[src/rtl/add8u_pkg.sv]
// ---------------------------------------------------------------------------
// Package: add8u_pkg
// Shared widths, operand/statistics types and a small helper for the
// approximate 8-bit adder slice (add8u_approx_core, add8u_shared_arbiter).
// Contents:
//   OP_W          operand width (8)
//   SUM_W         result width, carry included (9)
//   ERR_CNT_W     error-monitor mismatch counter width (16)
//   APPROX_LO_W   number of low bits computed with OR instead of add (2)
//   add8u_op_t    operand pair held in the operand stage
//   add8u_err_t   error-monitor statistics pair
//   abs_diff()    |x - y| on SUM_W-bit values
// ---------------------------------------------------------------------------
package add8u_pkg;

  localparam int OP_W        = 8;
  localparam int SUM_W       = 9;
  localparam int ERR_CNT_W   = 16;
  localparam int APPROX_LO_W = 2;

  typedef struct packed {
    logic [OP_W-1:0] a;
    logic [OP_W-1:0] b;
  } add8u_op_t;

  typedef struct packed {
    logic [ERR_CNT_W-1:0] cnt;
    logic [SUM_W-1:0]     max;
  } add8u_err_t;

  // Magnitude of the distance between two sums, never negative.
  function automatic logic [SUM_W-1:0] abs_diff(input logic [SUM_W-1:0] x,
                                                input logic [SUM_W-1:0] y);
    return (x >= y) ? (x - y) : (y - x);
  endfunction

endpackage

[src/rtl/add8u_approx_core.sv]
// ---------------------------------------------------------------------------
// Module: add8u_approx_core
// Purely combinational lower-part-OR approximate adder.
//   The low APPROX_LO_W bits are produced by OR-ing the operands; the carry
//   into the upper part is predicted from the top bit of the low part
//   (a[1] & b[1]) instead of being propagated. The upper part is an exact add.
// Ports:
//   a    in   OP_W    operand A
//   b    in   OP_W    operand B
//   sum  out  SUM_W   approximate sum {carry, sum[7:0]}
// ---------------------------------------------------------------------------
module add8u_approx_core
  import add8u_pkg::*;
(
  input  logic [OP_W-1:0]  a,
  input  logic [OP_W-1:0]  b,
  output logic [SUM_W-1:0] sum
);

  localparam int HI_W = OP_W - APPROX_LO_W;

  logic            carry_pred;
  logic [HI_W:0]   hi_sum;

  // Predicting the carry from the MSBs of the low part keeps the carry chain
  // out of the low bits; when both are set a carry is certain, otherwise it
  // is assumed absent.
  assign carry_pred = a[APPROX_LO_W-1] & b[APPROX_LO_W-1];

  assign hi_sum = {1'b0, a[OP_W-1:APPROX_LO_W]}
                + {1'b0, b[OP_W-1:APPROX_LO_W]}
                + {{HI_W{1'b0}}, carry_pred};

  assign sum = {hi_sum, a[APPROX_LO_W-1:0] | b[APPROX_LO_W-1:0]};

endmodule

[src/rtl/add8u_shared_arbiter.sv]
// ---------------------------------------------------------------------------
// Module: add8u_shared_arbiter
// Shares one add8u_approx_core among N_REQ requesters. Round-robin grant on
// per-requester valid/ready, then a two-stage pipeline (operand register,
// result register). Results carry the ID of the issuing requester.
// Throughput 1 op/clk; an accept in cycle T shows rsp_valid in cycle T+2.
// Parameters:
//   N_REQ   number of requesters (2..8)
//   IDW     ID width, $clog2(N_REQ)
// Ports:
//   clk        in   1           clock, rising edge
//   rst_n      in   1           synchronous active-low reset
//   req_valid  in   N_REQ       per-requester operand valid
//   req_ready  out  N_REQ       per-requester accept, one-hot or zero
//   req_a      in   8*N_REQ     operand A, requester i at [8i+7:8i]
//   req_b      in   8*N_REQ     operand B, same packing
//   rsp_valid  out  1           result valid
//   rsp_ready  in   1           consumer accept
//   rsp_sum    out  9           approximate sum
//   rsp_id     out  IDW         requester that issued the result
//   err_clr    in   1           clear error statistics     (ADD8U_ERR_MON_EN)
//   err_cnt    out  16          saturating mismatch count  (ADD8U_ERR_MON_EN)
//   err_max    out  9           max |exact - approx| seen  (ADD8U_ERR_MON_EN)
// Configuration macro:
//   ADD8U_ERR_MON_EN  adds an exact adder on the operand stage and the
//                     err_* statistics; the datapath is identical either way.
// ---------------------------------------------------------------------------
module add8u_shared_arbiter
  import add8u_pkg::*;
#(
  parameter int N_REQ = 4,
  parameter int IDW   = $clog2(N_REQ)
) (
  input  logic                  clk,
  input  logic                  rst_n,
  input  logic [N_REQ-1:0]      req_valid,
  output logic [N_REQ-1:0]      req_ready,
  input  logic [OP_W*N_REQ-1:0] req_a,
  input  logic [OP_W*N_REQ-1:0] req_b,
  output logic                  rsp_valid,
  input  logic                  rsp_ready,
  output logic [SUM_W-1:0]      rsp_sum,
  output logic [IDW-1:0]        rsp_id
`ifdef ADD8U_ERR_MON_EN
  ,
  input  logic                  err_clr,
  output logic [ERR_CNT_W-1:0]  err_cnt,
  output logic [SUM_W-1:0]      err_max
`endif
);

  logic [IDW-1:0]   ptr;
  logic [IDW-1:0]   grant_idx;
  logic [IDW-1:0]   cand;
  logic             grant_any;
  logic             adv;
  logic             s1_take;
  logic             xfer;
  logic             s1_valid;
  add8u_op_t        s1_op;
  logic [IDW-1:0]   s1_id;
  logic [SUM_W-1:0] core_sum;

  // Increment modulo N_REQ, valid for non-power-of-two requester counts.
  function automatic logic [IDW-1:0] wrap_inc(input logic [IDW-1:0] v);
    if (int'(v) == N_REQ - 1) begin
      return '0;
    end
    return v + 1'b1;
  endfunction

  // The output stage can take a new value when it is empty or being drained;
  // the operand stage can take one when it is empty or moving forward.
  assign adv     = !rsp_valid || rsp_ready;
  assign s1_take = !s1_valid || adv;

  // Round-robin search: start at ptr, wrap, first valid requester wins.
  always_comb begin
    grant_any = 1'b0;
    grant_idx = '0;
    cand      = ptr;
    for (int i = 0; i < N_REQ; i++) begin
      if (!grant_any && req_valid[cand]) begin
        grant_any = 1'b1;
        grant_idx = cand;
      end
      cand = wrap_inc(cand);
    end
  end

  // rst_n gates the grant so nothing is offered while reset is asserted,
  // even before the registers have been cleared.
  assign xfer = rst_n && s1_take && grant_any;

  always_comb begin
    req_ready = '0;
    if (xfer) begin
      req_ready[grant_idx] = 1'b1;
    end
  end

  // Operand stage and round-robin pointer. The pointer only moves past a
  // requester that actually transferred, so idle cycles keep fairness intact.
  always_ff @(posedge clk) begin
    if (!rst_n) begin
      ptr      <= '0;
      s1_valid <= 1'b0;
      s1_op    <= '0;
      s1_id    <= '0;
    end else if (xfer) begin
      ptr      <= wrap_inc(grant_idx);
      s1_valid <= 1'b1;
      s1_op.a  <= req_a[grant_idx*OP_W +: OP_W];
      s1_op.b  <= req_b[grant_idx*OP_W +: OP_W];
      s1_id    <= grant_idx;
    end else if (adv) begin
      s1_valid <= 1'b0;
    end
  end

  add8u_approx_core u_core (
    .a   (s1_op.a),
    .b   (s1_op.b),
    .sum (core_sum)
  );

  // Result stage. Under backpressure (rsp_valid & !rsp_ready) adv is low and
  // sum/id hold; when the operand stage is empty the result simply empties.
  always_ff @(posedge clk) begin
    if (!rst_n) begin
      rsp_valid <= 1'b0;
      rsp_sum   <= '0;
      rsp_id    <= '0;
    end else if (adv) begin
      if (s1_valid) begin
        rsp_valid <= 1'b1;
        rsp_sum   <= core_sum;
        rsp_id    <= s1_id;
      end else begin
        rsp_valid <= 1'b0;
      end
    end
  end

`ifdef ADD8U_ERR_MON_EN
  logic [SUM_W-1:0] exact_sum;
  logic [SUM_W-1:0] err_dist;
  add8u_err_t       err_q;

  assign exact_sum = {1'b0, s1_op.a} + {1'b0, s1_op.b};
  assign err_dist  = abs_diff(exact_sum, core_sum);

  // Statistics sample the same event that loads the result register, so each
  // operation is counted exactly once. err_clr beats a same-cycle update.
  always_ff @(posedge clk) begin
    if (!rst_n || err_clr) begin
      err_q <= '0;
    end else if (adv && s1_valid && (exact_sum != core_sum)) begin
      if (err_q.cnt != {ERR_CNT_W{1'b1}}) begin
        err_q.cnt <= err_q.cnt + 1'b1;
      end
      if (err_dist > err_q.max) begin
        err_q.max <= err_dist;
      end
    end
  end

  assign err_cnt = err_q.cnt;
  assign err_max = err_q.max;
`endif

endmodule

[config.mk]
export PLATFORM = sky130hd
export DESIGN_NAME = add8u_shared_arbiter
export DESIGN_NICKNAME = d
export VERILOG_FILES = /design/src/rtl/add8u_pkg.sv /design/src/rtl/add8u_approx_core.sv /design/src/rtl/add8u_shared_arbiter.sv
export SDC_FILE = /design/constraint.sdc
export NUM_CORES = 1
export LEC_CHECK = 0
export BUFFER_PORTS_ARGS = -buffer_cell sky130_fd_sc_hd__buf_2
export CAP_MARGIN = 20
export CORE_AREA = 2 2 71 73
export DETAILED_ROUTE_END_ITERATION = 8
export DIE_AREA = 0 0 73 75
export GPL_TIMING_DRIVEN = 0
export PLACE_DENSITY = 0.76
export SLEW_MARGIN = 20
export SYNTH_ARGS = -nofsm -noshare
export SYNTH_HDL_FRONTEND = slang
export SYNTH_SLANG_ARGS = --single-unit
[constraint.sdc]
create_clock -name clk -period 3.95 [get_ports clk]
set_input_delay 0.79 -clock clk [delete_from_list [all_inputs] [get_ports clk]]
set_output_delay 0.79 -clock clk [all_outputs]
set_load 0.1 [all_outputs]
; Yosys cells after proc, flatten, opt, wreduce, memory -nomap -nowiden
; Cells that the tools add are included.
[op_classes]
n_lt_le_gt_ge = 6
n_shift = 2
n_eq_ne = 4
mux = 36
reduce_logical = 15
bitwise = 2
addsub = 6
[ops]
columns = cell, count
row1 = $shiftx 32x6->8, 2
row2 = $mux 2, 12
row3 = $mux 1, 18
row4 = $lt 2x3->1 const B, 5
row5 = $add 2x1->2 const B, 4
row6 = $bmux 1 s2, 4
row7 = $eq 2x1->1 const B, 4
row8 = $add 6x6->7, 1
row9 = $add 7x1->7, 1
row10 = $logic_and 1x1->1, 6
row11 = $logic_not 1->1, 5
row12 = $mux 4, 1
row13 = $demux 1 s2, 1
row14 = $ge 2x1->1 const B, 1
row15 = $logic_or 1x1->1, 2
row16 = $or 2x2->2, 1
row17 = $reduce_and 2->1, 1
row18 = $reduce_bool 2->1, 1
row19 = $and 1x1->1, 1
[word_totals]
in_bits = 71
out_inout_bits = 16
elab_cells = 79
ff_bits = 33

; Depth between registers and ports, before layout
[depth]
depth_word = 18
mapped_depth = 11
depth_no_buf = 10

; By module
; From an unflattened synthesis, not the netlist that was laid out.
[unflattened]
cells_unflattened = 288
hier_area_um2 = 2821.5
[by_module_without_submodules]
columns = module, area_each_um2, instances, seq_area_each_um2, cells_per_inst
row1 = add8u_shared_arbiter, 2544.9, 1, 660.6, 250
row2 = add8u_approx_core, 276.5, 1, 0.0, 38

; Least setup slack after synthesis
; No wires, ideal clock.
[synth_path]
kind = input to output
start = input req_valid[3]
end = output req_ready[2]
t_arrival_ns = 3.597
path_slack_ns = -0.437
t_required_ns = 3.160
cell_stages = 8
n_path_buf = 3
cell_sequence = buf_2 > mux4_2 > nor4_4 > nor4_4 > nand2b_1 > buf_2 > buf_6 > nor2_1
[synth_via]
elab_chain_cells = 17
[synth_lines]
columns = element, line_no
row1 = start: declaration, add8u_shared_arbiter.sv:36  ; input logic [N_REQ-1:0] req_valid,
row2 = $bmux 1 s2, add8u_shared_arbiter.sv:83  ; if (!grant_any && req_valid[cand]) begin
row3 = $mux 1 (implied by the code), add8u_shared_arbiter.sv:83
row4 = $mux 1, add8u_shared_arbiter.sv:83
row5 = $logic_not 1->1, add8u_shared_arbiter.sv:83
row6 = $logic_and 1x1->1, add8u_shared_arbiter.sv:83
row7 = $mux 1, add8u_shared_arbiter.sv:83
row8 = $logic_not 1->1, add8u_shared_arbiter.sv:83
row9 = $logic_and 1x1->1, add8u_shared_arbiter.sv:83
row10 = $mux 1, add8u_shared_arbiter.sv:83
row11 = $logic_not 1->1, add8u_shared_arbiter.sv:83
row12 = $logic_and 1x1->1, add8u_shared_arbiter.sv:83
row13 = $mux 2, add8u_shared_arbiter.sv:83
row14 = $lt 2x3->1 (implied by the code) / $ge 2x1->1 (equally long branches), add8u_shared_arbiter.sv:98  ; req_ready[grant_idx] = 1'b1;
row15 = $logic_and 1x1->1 (implied by the code), add8u_shared_arbiter.sv:98
row16 = $mux 1 (implied by the code), add8u_shared_arbiter.sv:98
row17 = $demux 1 s2, add8u_shared_arbiter.sv:98
row18 = $mux 4 (*), add8u_shared_arbiter.sv:97  ; if (xfer) begin
row19 = end: declaration, add8u_shared_arbiter.sv:37  ; output logic [N_REQ-1:0] req_ready,
; Mark *: on every way between the ends. The rest lies on a longest branch, timed or not. The select of a mux whose other input is x is not followed.

; Worst setup path after layout
[layout_path]
start = register ptr[1]
end = output req_ready[2]
[layout_via]
elab_chain_cells = 18
[layout_lines]
columns = element, line_no
row1 = start: declaration, add8u_shared_arbiter.sv:52  ; logic [IDW-1:0] ptr;
row2 = start signal: assignment, add8u_shared_arbiter.sv:111  ; ptr <= wrap_inc(grant_idx);
row3 = "parallel branches: the longest is 17 deep, another holds $lt 2x3->1", n/a
row4 = $mux 4 (*), add8u_shared_arbiter.sv:97
; Every way passes the cells marked *. The select of a mux whose other input is x is not followed.

==> metrics.md <==
| Metric | Value |
|---|---|
| Area leader, netlist | `dfxtp_1` |
| Mapped cell area | `2220 µm²` |
| Row cnt | `25` |
| Width of the die | `73 µm` |
| Crit start category | `flop` |
| Initial antenna violation count | `0` |
| Post-synthesis sequential area ratio | `29.7%` |
| Design area | `2910 µm²` |
| Min-Delay Endpoint | `rsp_id[0]$_SDFFE_PN0P_` |
| Initial Util | `47.7%` |
| # DRC | `0` |
| Slew HR | `roughly 66%` |
| Detail Route Antenna Nets | `0` |
| Worst vdd ir | `0.00100 V` |
| Final WS setup | `~150 ps` |
| Yosys warning count | `0` |
| Sequential cell area | `661 µm²` |
| Largest net degree at the start of global routing | `11` |
| Total number of vias | `2388` |
| FF-to-FF path depth | `12` |
| Total I/O pin count | `87` |
| Crit Path Category | `reg -> out` |
| P_int | `between 1 and 1.5 mW` |
| Worst hold path depth | `2` |
| Status | `finished, final reports clean` |
| Total Neg Setup Slack | `0 ps` |
| Pre-CTS setup slack | `-60.3 ps` |
| Final hold slack | `465 ps` |
| Grt ovf | `0` |
| Total power | `around 2.8 mW` |
| DRT iter0 DRCs | `117` |
| WP data required | `between 3000 and 4000 ps` |
| Synth area leaders | `dfxtp_1 (30%), mux2i_1 (9.0%), nand4_1 (9.0%)` |
| Core area | `about 4700 µm²` |
| Clk pin slew, worst setup/hold paths | `70 ps` |
| Most frequent cells in the layout | `buf_2 (85), nand2_1 (42), dfxtp_1 (33)` |
| Clock tree buffer depth | `2` |
| Syn Nets | `345` |
| Leakage | `1.36 nW` |
| Clock power share | `11.9%` |
| Setup Viol. Count Final | `0` |
| RR Endpoint | `ptr[0]$_SDFFE_PN0P_` |
| Worst Max-Slew Pin Slew | `505 ps` |
| Wirelength, routed | `6480 µm` |
| R2R setup slack | `1240 ps` |
| 1st-pass router iterations | `4` |
| Placed instance area | `2720 µm²` |
| Sequential Power Share | `19.5%` |
| Max Clk Rate | `263 MHz` |
| Yosys top cell area share | `29.7%` |
| CTS buffer count | `5` |
| Tcrit/Tclk final | `96.1%` |
| First-pass GRT wire length | `~9700 µm` |
| Max-Cap Viols | `0` |
| H-tree depth | `2` |
| DIE HEIGHT | `75 µm` |
| Sw Ratio | `approximately half` |
| Leading cell type in the layout, fill and taps excluded | `buf_2` |
| Worst hold path startpoint | `rsp_id[0]$_SDFFE_PN0P_` |
| Die ar. | `5480 µm²` |
| P per Cell Area | `967 nW/µm²` |
| Top Family by Delay on Critical Path | `buffers and inverters` |
| Hold Crit Class | `reg -> reg` |
| Slowest-stage cell, CP | `dfxtp_1` |
| Buf+Inv Stages, Crit Path | `5` |
| Number of global-route vias before repair | `approximately 2100` |
| CTS tree | `yes` |
| WL/cell | `approximately 16 µm` |
| Crit Path Max Fanout | `10` |
| Sink Count | `33` |
| Post-Synthesis Cells | `265` |
| Share of layout cells above drive strength 1 | `around a third` |
| Clk Latency, worst-skew pair | `290 ps` |
| Seq cells post-synth | `33` |
| Final Hold Fails | `0` |
| Clk_skew | `5.22 ps` |
| # nets final | `439` |
| Final-layout fill cell count | `429` |
| Total GRT Usage | `23.4%` |
| Area grow syn2layout | `30.7%` |
| Avg Cell Area, Syn | `8.39 µm²` |
| Worst endpoint data arrival time | `3010 ps` |
| Netlist cell types | `44` |
| Number of port buffers | `83` |
| Via/cell ratio | `5.77` |
| CP Capture Type | `output port` |
| Slowest stage delay, CP | `360 ps` |
| Net Switching | `1.44 mW` |
| R2r startpoint | `ptr[1]$_SDFFE_PN0P_` |
| Min Tclk post-route | `~3800 ps` |
| Final Max Slew Viols | `0` |
| Area occupied by multi-input gates | `1420 µm²` |
| Ant diodes | `0` |
| Worst-path cell chain | `ha_1 -> buf_2 -> mux2i_2 -> mux2i_4 -> nor4_4 -> nor4_4 -> buf_4 -> nand2b_1 -> buf_2 -> buf_6 -> nor2_2 -> buf_6` |
| Hpwl dp | `4800 µm` |
| RSZ-0062 raised after global routing | `no` |
| GP Congestion | `around 0.85` |
| Combinational share of power | `approximately 70%` |
| Clock root buffer master | `clkbuf_8` |
==> what timing repair did <==
action,in CTS,in global routing
resized for setup,3,13
pin swaps,0,2
setup endpoints to repair,3,4
buffers inserted,0,4
hold buffers,0,0
==> how the worst max path moves through the flow <==
stage / start / endpoint / slack [ps] / depth (start not counted)
3_3_place_gp: req_valid[2] / req_ready[3] / -30 / 9
5_1_grt: ptr[1]$_SDFFE_PN0P_ / req_ready[3] / 10 / 11
2_1_floorplan: req_valid[3] / req_ready[2] / 40 / 8
3_5_place_dp: req_valid[2] / req_ready[3] / -60 / 9
6_report: ptr[1]$_SDFFE_PN0P_ / req_ready[2] / 150 / 12
4_1_cts: ptr[1]$_SDFFE_PN0P_ / req_ready[3] / 20 / 11
==> cells in the mapped netlist <==
cell type  number
clkbuf_1       11
or4b_1          1
ha_1            7
inv_1           8
inv_2           1
a221oi_1        1
mux2_2          1
fa_1            2
xnor2_1         1
buf_6           4
a21oi_1         5
mux2i_1        20
a21boi_0        6
or2_2           1
nor2_1         10
buf_2           6
o21ai_0        10
o311a_1         2
mux4_2          1
buf_4           2
nor3b_1         3
nand2_2         1
nor4_4          2
o32a_1          1
and2_1          4
nand2b_1        2
and3_1          1
a41o_1          1
xor2_1          1
o41ai_2         1
o211ai_1        1
clkbuf_2        1
nand4_1        32
o211a_1         2
o2111ai_1      16
nand2_1        42
nand3b_1        1
nor2b_1         6
a22oi_1         1
o21a_1          5
dfxtp_1        33
nor4_1          1
nor3_1          5
or3_1           2
==> logic make-up after synthesis <==
logic type / synth area share, %
and+or+nand+nor: 27.7
adders and majority gates: 5.74
buffers and inverters: 7.65
muxes: 10.5
xor gates and xnor gates: 0.788
DFF: 29.7
AOI/OAI and AO/OA: 17.9
==> cell type report <==
type                    instances  area share [%]
inverters                       9            1.16
repair buffers                 87            15.9
well taps                      54            2.33
multi-input cells             199            48.9
clock inverters                 1            1.03
plain buffers                  24            4.95
clock buffers                   7            2.97
flip-flops and latches         33            22.7
==> sequential cells by signal, summed over array words and instances (netlist names) <==
name	count
s1_op	16
rsp_sum	9
ptr	2
rsp_id	2
s1_id	2
rsp_valid	1
s1_valid	1
==> worst reg2reg max path, delay by kind of cell, from the launching register on <==
kind,cells,cell delay [ps]
fa+ha+maj,2,500
compound gates,1,130
buf+inv,4,600
mux,2,440
flops,1,420
simple gates,3,580
==> metrics by stage <==
| step | std cells | util [%] |
|---|---|---|
| after global routing | 414 | 62.3 |
| after detailed placement | 402 | 58.3 |
| final | 414 | 62.3 |
| after CTS | 410 | 60.9 |
| after floorplan | 265 | - |
| after global placement | 402 | 58.3 |
==> per-layer routing <==
| metal | global-route usage (%) | part of all wire (%) | vias up |
|---|---|---|---|
| met1 | 30.6 | 44 | 1097 |
| met4 | 10.7 | 1.8 | 0 |
| li1 | - | - | 1178 |
| met5 | 0 | 0 | - |
| met3 | 4.02 | 6.0 | 10 |
| met2 | 37.8 | 48 | 103 |
==> power by group through the flow <==
| stage | clock network (mW) | logic (mW) | registers (mW) |
|---|---|---|---|
| floorplan | 0 | 1.23 | 0.747 |
| global placement | 0 | 1.77 | 0.547 |
| detailed placement | 0 | 1.79 | 0.552 |
| CTS | 0.335 | 1.81 | 0.546 |
| global route | 0.350 | 2.07 | 0.559 |
| finish | 0.333 | 1.93 | 0.547 |
Power figures use the tool's default switching activity.
